## src/rtl/cpu_bus_decoder.sv

```systemverilog
// cpu_bus_decoder: generic CPU-bus front end for the BRAM-backed targets.
// - Decodes NUM_SEL memory selects.
// - Filters the asynchronous write strobe into one commit per CPU write.
// - Holds NUM_OFS offset registers written through the controller select.
// - Returns registered read data.
// Optional feature macro: CPU_BUS_ERR_CNT_EN builds the unmapped-write
// error counter and its clear address; otherwise ERR_CNT reads 8'h00.
module cpu_bus_decoder #(
  parameter int                NUM_SEL      = 4,
  parameter int                SEL_W        = 2,
  parameter int                ADDR_W       = 14,
  parameter int                DATA_W       = 16,
  parameter int                CTL_SEL      = 0,
  parameter int                NUM_OFS      = 2,
  parameter int                OFS_W        = 5,
  parameter logic [ADDR_W-1:0] OFS_BASE     = 14'h0010,
  parameter logic [ADDR_W-1:0] ERR_CLR_ADDR = 14'h0020
) (
  input  logic                      BUS_CLK,
  input  logic                      RST_N,
  input  logic                      EN,
  input  logic                      RD,
  input  logic                      WE,
  input  logic                      RDWR,
  input  logic [SEL_W-1:0]          BRAM_SELECT,
  input  logic [ADDR_W-1:0]         BRAM_ADDR,
  input  logic [DATA_W-1:0]         DATA_IN,
  input  logic [NUM_SEL*DATA_W-1:0] RD_DATA_IN,
  output logic [NUM_SEL-1:0]        SEL_EN,
  output logic [NUM_SEL-1:0]        WR_STB,
  output logic [ADDR_W-1:0]         WR_ADDR,
  output logic [DATA_W-1:0]         WR_DATA,
  output logic [NUM_OFS*OFS_W-1:0]  OFS,
  output logic [DATA_W-1:0]         DATA_OUT,
  output logic                      DATA_OE,
  output logic [7:0]                ERR_CNT
);

  localparam logic [SEL_W:0]   NUM_SEL_C = (SEL_W+1)'(NUM_SEL);
  localparam logic [SEL_W-1:0] CTL_SEL_C = SEL_W'(CTL_SEL);

  logic [2:0]         hist_q, hist_d;
  logic               commit_s;
  logic               sel_mapped_s;
  logic               ctl_sel_s;
  logic [NUM_OFS-1:0] ofs_hit_s;

  logic [NUM_SEL-1:0] wr_stb_q, wr_stb_d;
  logic [ADDR_W-1:0]  wr_addr_q, wr_addr_d;
  logic [DATA_W-1:0]  wr_data_q, wr_data_d;
  logic [OFS_W-1:0]   ofs_q [NUM_OFS];
  logic [OFS_W-1:0]   ofs_d [NUM_OFS];
  logic [DATA_W-1:0]  data_out_d, data_out_q;

  // Address decode shared by the write and read paths.
  always_comb begin
    sel_mapped_s = ({1'b0, BRAM_SELECT} < NUM_SEL_C);
    ctl_sel_s    = (BRAM_SELECT == CTL_SEL_C);
    for (int k = 0; k < NUM_OFS; k++) begin
      ofs_hit_s[k] = ctl_sel_s && (BRAM_ADDR == (OFS_BASE + ADDR_W'(k)));
    end
  end

  // Combinational chip-select fan-out and pad output enable.
  always_comb begin
    for (int i = 0; i < NUM_SEL; i++) begin
      SEL_EN[i] = EN && (BRAM_SELECT == SEL_W'(i));
    end
    DATA_OE = EN & RD & RDWR;
  end

  // Write filter: commit once when the strobe has been seen for two samples.
  always_comb begin
    hist_d   = {hist_q[1:0], WE & EN};
    commit_s = (hist_q == 3'b011);
  end

  // Write path: strobe, latched address/data and offset register updates.
  always_comb begin
    wr_stb_d  = '0;
    wr_addr_d = wr_addr_q;
    wr_data_d = wr_data_q;
    for (int k = 0; k < NUM_OFS; k++) begin
      ofs_d[k] = ofs_q[k];
    end
    if (commit_s) begin
      wr_addr_d = BRAM_ADDR;
      wr_data_d = DATA_IN;
      // Only mapped indices have a strobe bit, so unmapped selects drop here.
      for (int i = 0; i < NUM_SEL; i++) begin
        wr_stb_d[i] = (BRAM_SELECT == SEL_W'(i));
      end
      for (int k = 0; k < NUM_OFS; k++) begin
        if (ofs_hit_s[k]) begin
          ofs_d[k] = DATA_IN[OFS_W-1:0];
        end else begin
          ofs_d[k] = ofs_q[k];
        end
      end
    end else begin
      wr_stb_d = '0;
    end
  end

  // Read mux: offset registers shadow the controller BRAM at their addresses.
  always_comb begin
    data_out_d = '0;
    if (|ofs_hit_s) begin
      for (int k = 0; k < NUM_OFS; k++) begin
        if (ofs_hit_s[k]) begin
          data_out_d = DATA_W'(ofs_q[k]);
        end else begin
          data_out_d = data_out_d;
        end
      end
    end else if (sel_mapped_s) begin
      for (int i = 0; i < NUM_SEL; i++) begin
        if (BRAM_SELECT == SEL_W'(i)) begin
          data_out_d = RD_DATA_IN[i*DATA_W +: DATA_W];
        end else begin
          data_out_d = data_out_d;
        end
      end
    end else begin
      data_out_d = '0;
    end
  end

  // State registers for history, write outputs, offsets and read data.
  always_ff @(posedge BUS_CLK or negedge RST_N) begin
    if (!RST_N) begin
      hist_q     <= 3'b000;
      wr_stb_q   <= '0;
      wr_addr_q  <= '0;
      wr_data_q  <= '0;
      data_out_q <= '0;
      for (int k = 0; k < NUM_OFS; k++) begin
        ofs_q[k] <= '0;
      end
    end else begin
      hist_q     <= hist_d;
      wr_stb_q   <= wr_stb_d;
      wr_addr_q  <= wr_addr_d;
      wr_data_q  <= wr_data_d;
      data_out_q <= data_out_d;
      for (int k = 0; k < NUM_OFS; k++) begin
        ofs_q[k] <= ofs_d[k];
      end
    end
  end

  assign WR_STB   = wr_stb_q;
  assign WR_ADDR  = wr_addr_q;
  assign WR_DATA  = wr_data_q;
  assign DATA_OUT = data_out_q;

  for (genvar k = 0; k < NUM_OFS; k++) begin : g_ofs
    assign OFS[k*OFS_W +: OFS_W] = ofs_q[k];
  end

`ifdef CPU_BUS_ERR_CNT_EN
  logic [7:0] err_cnt_q, err_cnt_d;

  // Saturating unmapped-write counter with a controller-address clear.
  always_comb begin
    err_cnt_d = err_cnt_q;
    if (commit_s && ctl_sel_s && (BRAM_ADDR == ERR_CLR_ADDR)) begin
      err_cnt_d = 8'h00;
    end else if (commit_s && !sel_mapped_s && (err_cnt_q != 8'hFF)) begin
      err_cnt_d = err_cnt_q + 8'd1;
    end else begin
      err_cnt_d = err_cnt_q;
    end
  end

  // Error counter register.
  always_ff @(posedge BUS_CLK or negedge RST_N) begin
    if (!RST_N) begin
      err_cnt_q <= 8'h00;
    end else begin
      err_cnt_q <= err_cnt_d;
    end
  end

  assign ERR_CNT = err_cnt_q;
`else
  assign ERR_CNT = 8'h00;
`endif

endmodule

```

## config.mk

```make
export PLATFORM = sky130hd
export DESIGN_NAME = cpu_bus_decoder
export DESIGN_NICKNAME = d
export VERILOG_FILES = /design/src/rtl/cpu_bus_decoder.sv
export SDC_FILE = /design/constraint.sdc
export NUM_CORES = 1
export LEC_CHECK = 0
export ABC_AREA = 1
export BUFFER_PORTS_ARGS = -buffer_cell sky130_fd_sc_hd__buf_2
export CAP_MARGIN = 20
export CORE_MARGIN = 10
export CORE_UTILIZATION = 44
export DETAILED_ROUTE_END_ITERATION = 7
export PLACE_DENSITY = 0.8
export SYNTH_ARGS = -nofsm -noshare
export SYNTH_HDL_FRONTEND = slang
export SYNTH_SLANG_ARGS = --single-unit
```

## constraint.sdc

```tcl
create_clock -name BUS_CLK -period 1.4 [get_ports BUS_CLK]
set_input_delay 0.21 -clock BUS_CLK [delete_from_list [all_inputs] [get_ports BUS_CLK]]
set_output_delay 0.21 -clock BUS_CLK [all_outputs]
set_load 0.01 [all_outputs]
```

# Yosys cells after proc, flatten, opt, wreduce, memory -nomap -nowiden
# Cells that the tools add are included.
# op_classes
reduce_logical,10
n_eq_ne,6
muxes,8
bitwise_logic,3
# op_table
op,n
16-bit 2-to-1 mux,6
"14-bit by 5-bit equality test with 1-bit output, second input constant",2
1-bit logical AND,6
5-bit 2-to-1 mux,1
"2-bit equality test, second input constant",2
4-bit 2-to-1 mux,1
2-bit AND reduction,2
1-bit bitwise AND,3
"3-bit by 2-bit equality test with 1-bit output, second input constant",1
"2-bit by 1-bit equality test with 1-bit output, second input constant",1
2-bit zero test,1
2-bit OR reduction,1
# totals
word_cells,34
regBits,63
out_inout_bits,73
input_bits,102

# Logic depth before layout (Yosys ltp)
# Gate-level depths: netlist (run 1).
# depth
ltp_word,6
depth_mapped,9
depth_no_buf,8

# Worst setup path before layout (run 1)
# No wires, ideal clock.
# synth_timing
path_type,register to register
start,reg hist_q[2]
end,"reg wr_addr_q[1], in the netlist WR_ADDR[1]"
n_path_buf,1
required_ns,1.268
synth_period_minus_slack_ns,1.145
setup_ns,0.132
arrival_ns,1.013
stages_incl_launch_ff,6
path_slack_ns,0.255
path_cell_list,dfrtp_1 > nor2_2 > inv_1 > clkbuf_1 > nand2_1 > o21ai_0
# synth_between
elab_chain_cells,1
# synth_lines
item,line,source
"start, declared",42,"logic [2:0] hist_q, hist_d;"
"start signal, assigned",141,hist_q <= hist_d;
3-bit by 2-bit equality test with 1-bit output,75,commit_s = (hist_q == 3'b011);
"end signal, assigned",143,wr_addr_q <= wr_addr_d;
"end, declared",49,"logic [ADDR_W-1:0] wr_addr_q, wr_addr_d;"
# No other way between the ends.
# A chain may end at the register's enable or synchronous reset.

# Worst setup path after layout (run 1)
# layout_timing
start,reg hist_q[0]
end,"reg wr_addr_q[3], in the netlist WR_ADDR[3]"
# Same word-level chain as after synthesis.

==> impl_summary.md, run 1 <==
Routing
The wire length per cell is 15.4 um. Dividing the detail-routed via count by the number of cells gives approximately 4.7. Summed over all layers, the routed wires come to 10400 um. Summing over every cut layer, the via total after detailed routing is 3188. The number of design-rule violations left by the first detailed-router iteration is around 200. The first TritonRoute pass finished after 4 iterations. In this run the remaining antenna-violating nets after routing total 0. The number of remaining DRC errors is 0.

Setup path
STA classifies the critical path startpoint as a flip-flop. The number of cells on the worst reg-to-reg path is 5. The number of buffers and inverters on the critical path is 2. At the worst endpoint, the required time is 1.63 ns. Of all nets on the critical path, the largest fanout is 31. Walking the worst path, the cells encountered are nand2_1 > nor2_2 > inv_1 > buf_12 > o21ai_0. The critical path depth is 5.

The register-to-register path setup slack is ~0.11 ns. The library cell contributing the largest single delay on the critical path is sky130_fd_sc_hd__dfrtp_1. STA classifies the critical path endpoint as a flip-flop. The critical path's largest stage delay is 0.35 ns. The signal arrival time at the worst endpoint is approximately 1.5 ns. The critical path is of the reg2reg type. Broken down by cell family, the worst path's largest delay share belongs to flip-flops.

Clock network
The H-tree generated during clock tree synthesis spans 3 levels. The clock transition at the register clock pins on the worst setup and hold paths after CTS is 0.08 ns. TritonCTS built the clock tree. CTS placed an instance of sky130_fd_sc_hd__clkbuf_8 at the clock tree root. The insertion delay to the later sink of the worst-skew pair is 0.33 ns. Counting along the longest clock path gives a buffer depth of 2. The number of clock buffers added by TritonCTS is 9.

For this design, the sink count on the clock tree is 63.

Die
From left edge to right edge, the die measures 104 um. In this run the standard cell core region covers roughly 6800 sq um. The number of placement rows is 30. The die is 104 um tall.

The die covers 10800 sq um. Once the floorplan was initialized, standard cells occupied 45.3% of the core. The top-level port count is between 150 and 200.

Global route
The total global routing overflow is 0. In the global route stage, overall resource usage came out at a little under a fifth. The first-pass GRT wire length is 17000 um.

The number of antenna violations at the first check in global routing is 0. The number of global-route vias before repair is 3318. Entering global routing, the biggest net connects 64 pins.

Synth
In this run, synthesis produced a sequential element count of 63. The cell count after synthesis is 396. Averaged over all synthesized cells, the footprint is 7.82 sq um. Sequential elements use 50.9% of the synthesized area.

The mapped netlist covers 3100 sq um. The unique cell type count in the Yosys netlist is 23. The total of warnings raised by yosys is 0.

Cells and area
Once layout is done, the placed cells without fillers occupy 4340 sq um. The number of antenna diodes in the final layout is 0. The filler cells instantiated in the layout total 654. The non-filler instance count after layout is between 600 and 700. In the final design database the tool counted 676 nets. The library cells used most frequently in the layout, excluding fill and tap cells, are sky130_fd_sc_hd__buf_2, sky130_fd_sc_hd__nand2_1, sky130_fd_sc_hd__dfrtp_1. The layout overhead on the synthesized area is 40.1%.

Cells with a size suffix above 1 make up about two fifths of the layout. The leading cell type in the layout, fill and taps excluded is sky130_fd_sc_hd__buf_2.

Job
The number of maximum-capacitance constraint violations is 0.

Timing
The minimum clock period after layout is 1.29 ns. The sum of negative setup slack is 0 ns. The maximum clock rate is between 700 and 800 MHz. The clock skew after layout is 0.0123 ns. The part of the cycle the worst path needs is 92.3%. Setup violations remaining at the end of the flow were counted as 0.

Setup repair after global routing left no endpoint under its margin. The final worst slack is 0.108 ns. The number of max-slew violations in the final report is 0. The number of hold violations in the final report was 0.

Place
Routability-driven placement finished with a final weighted congestion of approximately 0.90. Detailed placement ended at an HPWL of 8260 um. At the placement stage, the worst setup path has a slack of roughly 0.055 ns. During placement, the flow inserted port buffers numbering 166. In this run the cell area measured after placement is 4080 sq um. The cell count after placement is 656.

Power and ir drop
IR analysis of the VDD net gives a maximum drop of 0.000801 V. Power spread over the standard cell area amounts to approximately 1200 nW/um^2. The power consumption is roughly 0.0051 W. The static leakage power is ~2.5 nW.

Hold path
The tightest min-delay check is of the in2reg type. Counting instances, the worst hold path has a depth of 3.

Run status
The flow ran to the end, and the final reports show no timing, DRC or antenna violations.
## layout make-up
cell class	count	area, sq um	share of cell area, %
Clock buffer	11	151	3.49
Clock inverter	5	80.1	1.85
Timing Repair Buffer	184	1020	23.6
Multi-Input combinational cell	289	1290	29.7
Inverter	27	101	2.34
Sequential cell	63	1580	36.3
Tap cell	96	120	2.77
## kinds of logic (layout without fill, tap and decap cells)
group	after synthesis	after routing	synth area share (%)
buf+inv	51	227	8.37
compound gates	24	24	5.09
other cells	1	8	0.121
flops	63	63	50.9
simple gates	257	257	35.5
## per-layer routing
metal	vias to the layer above	share of wire, %	routed length (um)	track usage (%)
met5	-	0	0	0
met4	0	1.2	125	4.97
met3	11	8.4	873	5.45
li1	1590	-	-	-
met1	1438	44	4540	23.6
met2	149	47	4870	31.2
## synthesized netlist by cell type
library cell | instances | share of area, %
sky130_fd_sc_hd__and3_1 | 1 | 0.20
sky130_fd_sc_hd__buf_2 | 3 | 0.48
sky130_fd_sc_hd__buf_4 | 9 | 2.2
sky130_fd_sc_hd__buf_6 | 4 | 1.5
sky130_fd_sc_hd__clkbuf_1 | 8 | 0.97
sky130_fd_sc_hd__conb_1 | 1 | 0.12
sky130_fd_sc_hd__dfrtp_1 | 63 | 51
sky130_fd_sc_hd__inv_1 | 22 | 2.7
sky130_fd_sc_hd__inv_2 | 5 | 0.61
sky130_fd_sc_hd__nand2_1 | 159 | 19
sky130_fd_sc_hd__nand2_2 | 2 | 0.40
sky130_fd_sc_hd__nand3_1 | 28 | 4.5
sky130_fd_sc_hd__nand4_1 | 15 | 3.0
sky130_fd_sc_hd__nor2_1 | 36 | 4.4
sky130_fd_sc_hd__nor2_2 | 3 | 0.61
sky130_fd_sc_hd__nor2_4 | 3 | 1.1
sky130_fd_sc_hd__nor3_1 | 1 | 0.16
sky130_fd_sc_hd__o211ai_1 | 6 | 1.5
sky130_fd_sc_hd__o211ai_2 | 3 | 1.2
sky130_fd_sc_hd__o21ai_0 | 14 | 2.3
sky130_fd_sc_hd__o21ai_1 | 1 | 0.16
sky130_fd_sc_hd__or2_0 | 3 | 0.61
sky130_fd_sc_hd__or2_2 | 6 | 1.2
## worst min-delay path, stage by stage
cell                      delay, ns
sky130_fd_sc_hd__buf_2         0.07
sky130_fd_sc_hd__nand2_1       0.05
sky130_fd_sc_hd__inv_1         0.04
## registers in the layout, indices dropped and copies added (netlist names)
name      cells
DATA_OUT     16
WR_DATA      16
WR_ADDR      14
OFS          10
WR_STB        4
hist_q        3
## through the flow
step | util, % | hold WS (ns)
after global routing | 63.5 | 0.0786
after global placement | 59.7 | 0.247
after CTS | 63.2 | 0.0712
after floorplan | - | -0.0856
after detailed placement | 59.7 | 0.247
final | 63.5 | 0.0779
## what timing repair did
action,CTS,global route
resized for setup,0,1
endpoints found under the hold margin,63,0
endpoints found under the setup margin,0,12
setup buffers,0,2
hold buffers,1,0
## power breakdown
group / total [W] / switching, W / leakage, nW / internal [W]
clock network: 0.00181 / 0.000710 / 0.112 / 0.00110
logic: 0.00107 / 0.000609 / 1.59 / 0.000460
registers: 0.00219 / 0.000117 / 0.783 / 0.00207
## worst paths after layout
path	start	end
worst max register to register	hist_q[0]$_DFF_PN0_	WR_ADDR[3]$_DFFE_PN0N_
worst min-delay path	WE	hist_q[0]$_DFF_PN0_
min in group asynchronous	RST_N	WR_ADDR[5]$_DFFE_PN0N_
max in group asynchronous	RST_N	DATA_OUT[10]$_DFF_PN0_
worst min register to register	hist_q[1]$_DFF_PN0_	hist_q[2]$_DFF_PN0_
worst max-delay path	hist_q[0]$_DFF_PN0_	WR_ADDR[3]$_DFFE_PN0N_
(Power assumes the default switching activity.)
==> run 2: changes to the inputs <==
Settings changed: CELL_PAD_IN_SITES_DETAIL_PLACEMENT from default to 0, CELL_PAD_IN_SITES_GLOBAL_PLACEMENT from default to 2, CORE_UTILIZATION 44 to 23, PLACE_DENSITY 0.8 to default, PLACE_DENSITY_LB_ADDON from default to 0.1.
==> run 2 against run 1 <==
Non-clock buffer count rose by 6. Power rose by 9.4%. Final cell count rose by 13%. Sequential share of layout area fell by 1.9 points. Maximum frequency rose by 0.59%. Core utilization fell by 29 points. Final area rose by 5.5%. First-iteration DRC count fell by 32%. Combinational power barely moved. Hold slack improved by 0.0021 ns. Clock skew fell by 0.0089 ns. Clock-buffer cell count did not move.
==> impl_summary.md, run 2 (same netlist as run 1, synthesis figures left out) <==
Run status
Result of the run: completed (unchanged).

Clock network
The clock transition at the register clock pins on the worst setup and hold paths after CTS is 0.06 ns (was 0.08 ns). The insertion delay to the later sink of the worst-skew pair is 0.33 ns (about the same). The number of setup buffers added after CTS is 0 (unchanged).

The number of clock buffers inserted by TritonCTS came to 9 (unchanged). The clock tree from TritonCTS is built (unchanged). The master cell of the clock root buffer is sky130_fd_sc_hd__clkbuf_16 (was sky130_fd_sc_hd__clkbuf_8).

The total clock sinks was 63 (unchanged). The number of H-tree levels is 3 (unchanged). The clock tree buffer depth is 2 (unchanged).

Timing
RSZ-0062 raised after global routing: false (unchanged). The maximum clock rate is 778 MHz (was 774 MHz). The smallest hold slack is 0.0800 ns (was 0.0779 ns). The minimum clock period after layout is 1.28 ns (was 1.29 ns). The sum of negative setup slack is 0 ns (unchanged). The part of the cycle the worst path needs is 91.8% (was 92.3%). The clock skew after layout is 0.00342 ns (was 0.0123 ns). The number of hold violations in the final report was 0 (unchanged).

The total setup violations reported at the end of the flow is 0 (unchanged). The number of max-slew violations in the final report was 0 (unchanged).

Setup path
The category of the worst setup path capture point is a primary output (was flip-flop). The number of cells on the worst reg-to-reg path was 6 (was 5). The endpoint required time on the critical path came to 1.19 ns (was 1.63 ns). The critical path class is in2out (was reg2reg). The startpoint kind of the worst setup timing path is a primary input (was flip-flop). The launch point of the worst reg-to-reg path is hist_q[1]$_DFF_PN0_ (was hist_q[0]$_DFF_PN0_). The endpoint of the worst register-to-register path is WR_DATA[7]$_DFFE_PN0N_ (was WR_ADDR[3]$_DFFE_PN0N_).

The library cell contributing the largest single delay on the critical path is sky130_fd_sc_hd__clkbuf_4 (was sky130_fd_sc_hd__dfrtp_1). Cells along the critical path: clkbuf_4 > inv_2 > nand2_2 > buf_12 > nor2_1 > buf_2 (was nand2_1 > nor2_2 > inv_1 > buf_12 > o21ai_0). The maximum fanout count along the critical path is 10 (was 31). The signal arrival time at the worst endpoint is 1.07 ns (was 1.52 ns). The register-to-register path setup slack is 0.23 ns (was 0.11 ns). The critical path's largest stage delay is 0.19 ns (was 0.35 ns).

Hold path
The worst hold path startpoint is DATA_IN[15] (was WE). The terminating pin of the worst hold path is WR_DATA[15]$_DFFE_PN0N_ (was hist_q[0]$_DFF_PN0_). The number of cells traversed by the worst hold path is 3 (unchanged). The kind of path behind the tightest hold check is in2reg (unchanged).

Die
The floorplan die width is 136 um (was 104 um). The starting utilization of the core area was 23.5% (was 45.3%). The number of placement rows came to 42 (was 30). The top-level port count was 175 (unchanged). The die outline area is 18500 sq um (was 10800 sq um). The overall die height is 136 um (was 104 um). The floorplan core area came to 13200 sq um (was 6830 sq um).

Cells and area
The register area was 1580 sq um (unchanged). The final instance area is 4570 sq um (was 4340 sq um). The layout overhead on the synthesized area is 47.8% (was 40.1%). The multi-input gate area in the final layout is 1290 sq um (about the same). The number of inserted filler cells in the final layout was 1472 (was 654).

Most frequent cells in the layout: sky130_fd_sc_hd__buf_2, sky130_fd_sc_hd__nand2_1, sky130_fd_sc_hd__dfrtp_1 (unchanged). The fraction of layout instances using a drive strength above 1 is 38.7% (was 38.2%). The leading cell type in the layout, fill and taps excluded is sky130_fd_sc_hd__buf_2 (unchanged).

The number of antenna diodes is 0 (unchanged). The number of nets in the finished design is 682 (was 676). The core occupancy in the finished layout came to 34.7% (was 63.5%).

Power and ir drop
The static leakage power is 2.56 nW (was 2.48 nW). The power consumption was 0.00554 W (was 0.00507 W). The maximum resistive drop on vdd came to 0.000402 V (was 0.000801 V). The power per standard cell area is 1210 nW/um^2 (was 1170 nW/um^2).

Global route
The number of global-route vias before repair came to 3434 (was 3318). The total global routing overflow came to 0 (unchanged). The total routing usage reported by global routing was 13.5% (was 18.9%). The number of antenna violations at the first check in global routing is 0 (unchanged).

The first-pass GRT wire length is 19500 um (was 17000 um). The largest net degree at the start of global routing was 27 (was 64).

Routing
The wire length per cell is 16.3 um (was 15.4 um). The vias per cell came to 4.15 (was 4.72). The aggregate routed wire length came to 12400 um (was 10400 um). The count of antenna-violating nets left after detailed routing is 0 (unchanged). The number of design-rule violations left by the first detailed-router iteration is 134 (was 198).

The via count of the routed design is 3155 (was 3188). The number of remaining DRC errors was 0 (unchanged). The number of detailed-route iterations in the first pass is 4 (unchanged).

Place
The number of buffer cells added on primary ports came to 166 (unchanged). The total half-perimeter wirelength after legalization and detailed placement is 9800 um (was 8260 um). The global placement routability congestion is 0.768 (was 0.903). The placed standard-cell area is 4250 sq um (was 4080 sq um).

Job
The number of maximum-capacitance constraint violations is 0 (unchanged).
run 2: worst max-delay path by stage:
stage,slack (ns),end,startpoint,cells past startpoint
after global routing,0.05,SEL_EN[0],BRAM_SELECT[0],6
after CTS,0.06,SEL_EN[1],BRAM_SELECT[0],6
after floorplan,0.25,WR_ADDR[1]$_DFFE_PN0N_,hist_q[2]$_DFF_PN0_,5
after global placement,-0.05,DATA_OUT[13]$_DFF_PN0_,BRAM_SELECT[0],8
final,0.12,SEL_EN[0],BRAM_SELECT[0],6
after detailed placement,-0.04,DATA_OUT[3]$_DFF_PN0_,BRAM_ADDR[13],8
run 2: per-layer routing:
metal  up-vias  routed length, um  part of all wire, %  GRT usage, %
met5         -                  0                    0             0
met4         0                111                 0.90          4.62
met3         8               1150                  9.3          4.24
met2       128               5470                   44          20.7
met1      1416               5640                   46          17.7
li1       1603                  -                    -             -
run 2: cell type report:
cell class                      count  area share (%)
Clock inverter                      4           0.985
Timing Repair Buffer              190            23.8
Inverter                           27            2.22
Sequential cell                    63            34.5
Multi-Input combinational cell    289            28.2
Tap cell                          176            4.81
Clock buffer                       11            5.53
run 2: through the flow:
stage | setup slack [ns] | cells
final | 0.115 | 760
after detailed placement | -0.0388 | 744
after CTS | 0.0640 | 760
after global routing | 0.0469 | 760
after floorplan | 0.255 | 403
after global placement | -0.0466 | 744
run 2: power breakdown:
| part | switching [W] | internal [W] | total (W) | leakage [nW] |
|---|---|---|---|---|
| Combinational | 0.000613 | 0.000471 | 0.00108 | 1.63 |
| Clock | 0.000812 | 0.00146 | 0.00227 | 0.151 |
| Sequential | 0.000117 | 0.00208 | 0.00219 | 0.783 |
| Total | 0.00154 | 0.00400 | 0.00554 | 2.56 |
run 2: timing repair:
action	CTS	global route
endpoints found under the hold margin	22	0
gates resized for setup	0	4
hold buffers	1	0
setup endpoints to repair	0	3
run 2: critical path, delay by kind of cell:
| kind | cells | cell delay, ns |
|---|---|---|
| buffers and inverters | 4 | 0.66 |
| and+or+nand+nor | 2 | 0.19 |
==> run 3: changes to the inputs <==
Settings changed: CORE_UTILIZATION 23 to 21, RECOVER_POWER from default to 50.
Clock period 1.4 ns to 1.13 ns, I/O delays scaled along.
==> run 3 against run 2 <==
The flow now finishes with violations (setup timing). Register-to-register slack got worse by 0.31 ns. First-iteration DRC count increased by 37%. Via count grew 5.0%. Sequential power up 26%. Non-clock buffer count rose by 32. Wire length up 6.4%. Flip-flop and latch count is the same. Clock power up 24%. Final area rose by 12%. Core utilization increased by 0.77 points. Clock-buffer cell count grew 1. Clock skew grew 0.0028 ns. Critical endpoint is now WR_ADDR[7]$_DFFE_PN0N_.
==> impl_summary.md, run 3 (same netlist as run 1, synthesis figures left out) <==
Setup path
The startpoint kind of the worst setup timing path is a flip-flop (was primary input). The maximum fanout count along the critical path was 8 (was 10). The category of the worst setup path capture point was a flip-flop (was primary output). The critical path class is reg2reg (was in2out). The critical path's largest stage delay is 0.36 ns (was 0.19 ns). The endpoint required time on the critical path is 1.35 ns (was 1.19 ns). The signal arrival time at the worst endpoint is 1.43 ns (was 1.07 ns).

The worst setup path endpoint is WR_ADDR[7]$_DFFE_PN0N_ (was SEL_EN[0]). The endpoint of the worst register-to-register path is WR_ADDR[7]$_DFFE_PN0N_ (was WR_DATA[7]$_DFFE_PN0N_). Cells along the critical path: nand2_2 > nor2_4 > buf_12 > buf_12 > inv_16 > clkbuf_16 > nand2_2 > o21ai_1 (was clkbuf_4 > inv_2 > nand2_2 > buf_12 > nor2_1 > buf_2). The register-to-register path setup slack is -0.08 ns (was 0.23 ns).

The launch point of the worst reg-to-reg path is hist_q[0]$_DFF_PN0_ (was hist_q[1]$_DFF_PN0_). The number of cells on the worst reg-to-reg path is 8 (was 6). The library cell contributing the largest single delay on the critical path was sky130_fd_sc_hd__dfrtp_1 (was sky130_fd_sc_hd__clkbuf_4). The start point of the critical path is hist_q[0]$_DFF_PN0_ (was BRAM_SELECT[0]).

Timing
The final worst slack was -0.0810 ns (was 0.115 ns). In the finished design, the share of the clock period the worst path needs comes to 107%. The number of max-slew violations in the final report is 0 (unchanged). The total setup violations reported at the end of the flow was 40 (was 0). RSZ-0062 raised after global routing: true (was false). The tightest slew margin relative to the limit is 57.7%. Counting I/O delays and the setup requirement, the final critical path takes approximately 1.2 ns. The number of hold violations in the final report was 0 (unchanged).

For the pin with the worst max-slew slack, the measured transition is ~0.64 ns. The maximum clock rate is 826 MHz. The clock skew after layout is 0.00622 ns (was 0.00342 ns).

Global route
The total global routing overflow is 0 (unchanged). The number of antenna violations at the first check in global routing is 1 (was 0). The number of global-route vias before repair is 3428 (was 3434). The largest net degree at the start of global routing is 26 (was 27). The first-pass GRT wire length is 19700 um (was 19500 um).

The total routing usage reported by global routing is 12.7% (was 13.5%).

Place
The total half-perimeter wirelength after legalization and detailed placement is 10200 um (was 9800 um). The number of buffer cells added on primary ports is 166 (unchanged). The cell count after placement is 773 (was 744).

The post-placement worst setup slack is -0.267 ns (was -0.0388 ns). The global placement routability congestion is 0.819 (was 0.768).

Clock network
The number of clock buffers inserted by TritonCTS was 9 (unchanged). The insertion delay to the later sink of the worst-skew pair is 0.33 ns (about the same). The master cell of the clock root buffer is sky130_fd_sc_hd__clkbuf_16 (unchanged). The clock transition at the register clock pins on the worst setup and hold paths after CTS is 0.05 ns (was 0.06 ns). The clock tree buffer depth is 2 (unchanged). The number of H-tree levels is 3 (unchanged). The clock tree from TritonCTS is built (unchanged). The total clock sinks came to 63 (unchanged).

Power and ir drop
The switching part of the total power came to 28.2% (was 27.8%). The power share of the combinational group is 21.6% (was 19.6%). The maximum resistive drop on vdd is 0.000737 V (was 0.000402 V). The switching power is 0.00201 W (was 0.00154 W).

The proportion of power drawn by the clock network is 39.5% (was 40.9%). The power per standard cell area is 1390 nW/um^2 (was 1210 nW/um^2). The part of the total power dissipated in sequential elements is 38.8% (was 39.5%). The static leakage power is 2.80 nW (was 2.56 nW).

The internal cell power is 0.00511 W (was 0.00400 W).

Cells and area
The number of nets in the finished design is 714 (was 682). The fraction of layout instances using a drive strength above 1 is 44.8% (was 38.7%). The leading cell type in the layout, fill and taps excluded is sky130_fd_sc_hd__buf_2 (unchanged).

The number of antenna diodes came to 0 (unchanged). The number of inserted filler cells in the final layout came to 1604 (was 1472). The non-filler instance count after layout was 800 (was 760). The multi-input gate area in the final layout is 1400 sq um (was 1290 sq um).

Most frequent cells in the layout: sky130_fd_sc_hd__buf_2, sky130_fd_sc_hd__nand2_1, sky130_fd_sc_hd__dfrtp_1 (unchanged). The layout overhead on the synthesized area was 65.8% (was 47.8%). The register area is 1580 sq um (unchanged).

Routing
The number of remaining DRC errors is 0 (unchanged). The vias per cell is 4.14 (was 4.15). The via count of the routed design is 3312 (was 3155). The count of antenna-violating nets left after detailed routing is 0 (unchanged). The wire length per cell came to 16.5 um (was 16.3 um). The aggregate routed wire length is 13200 um (was 12400 um). The number of detailed-route iterations in the first pass came to 4 (unchanged).

The number of design-rule violations left by the first detailed-router iteration came to 183 (was 134).

Die
The top-level port count is 175 (unchanged). The floorplan die width is 141 um (was 136 um). The floorplan core area was 14500 sq um (was 13200 sq um).

The overall die height is 141 um (was 136 um). The starting utilization of the core area is 21.4% (was 23.5%). The number of placement rows is 44 (was 42). The die outline area came to 20000 sq um (was 18500 sq um).

Run status
Result of the run: complete, but fails checks (was completed). The checks that failed: setup timing.

Hold path
The kind of path behind the tightest hold check is in2reg (unchanged). The number of cells traversed by the worst hold path was 3 (unchanged).

Job
The number of maximum-capacitance constraint violations came to 0 (unchanged).
run 3: cell count changes in the layout (fill, tap and decap cells not counted), sizes merged:
cell and change:
clkinv -2, clkinvlp +1, buf +21, clkbuf +12
run 3: worst min path at each step:
| stage | slack, ns | start | end |
|---|---|---|---|
| 2_1_floorplan | -0.13 | RST_N | DATA_OUT[0]$_DFF_PN0_ |
| 6_report | 0.04 | DATA_IN[5] | WR_DATA[5]$_DFFE_PN0N_ |
| 3_3_place_gp | 0.10 | RST_N | WR_ADDR[5]$_DFFE_PN0N_ |
| 3_5_place_dp | 0.10 | RST_N | WR_ADDR[5]$_DFFE_PN0N_ |
| 4_1_cts | 0.02 | DATA_IN[5] | WR_DATA[5]$_DFFE_PN0N_ |
| 5_1_grt | 0.04 | DATA_IN[12] | WR_DATA[12]$_DFFE_PN0N_ |
run 3: critical path: cells and delay by family (launching register included):
kind            cells  cell delay [ns]
buf+inv             4             0.45
simple gates        3             0.23
compound gates      1             0.05
flops               1             0.36
run 3: area by class of cell:
type / instances / share of cell area, %
flip-flops and latches: 63 / 30.7
repair buffers: 222 / 29.3
multi-input cells: 289 / 27.3
clock buffers: 12 / 5.00
well taps: 184 / 4.49
inverters: 27 / 2.39
clock inverters: 3 / 0.829
run 3: power by group through the flow:
stage	clock, W	combinational (W)	sequential (W)
CTS	0.00294	0.00149	0.00272
finish	0.00282	0.00154	0.00277
global placement	0	0.00145	0.00275
floorplan	0	0.000471	0.00291
detailed placement	0	0.00145	0.00275
global route	0.00304	0.00173	0.00280
run 3: per-stage QoR:
step / TNS (ns) / total power, W / hold slack, ns / instance area (sq um) / util, %
finish: -1.63 / 0.00712 / 0.0379 / 5130 / 35.4
global route: -4.94 / 0.00757 / 0.0390 / 5130 / 35.4
CTS: -0.789 / 0.00715 / 0.0219 / 4910 / 33.9
detailed placement: -7.78 / 0.00420 / 0.102 / 4460 / 30.8
global placement: -7.37 / 0.00419 / 0.101 / 4460 / 30.8
floorplan: 0 / 0.00338 / -0.126 / 3130 / -
run 3: what timing repair did:
action | in CTS | in global routing
gates cloned | 1 | 4
endpoints found under the hold margin | 21 | 0
buffers inserted | 4 | 3
pin swaps | 2 | 11
endpoints found under the setup margin | 44 | 54
resized for setup | 21 | 45
hold buffers | 1 | 0
run 3: metal layers:
layer | part of all wire, % | vias to the layer above | global-route usage (%)
li1 | - | 1674 | -
met1 | 47 | 1494 | 16.9
met2 | 44 | 128 | 18.6
met3 | 6.9 | 14 | 4.11
met4 | 1.5 | 2 | 4.84
met5 | 0.13 | - | 0
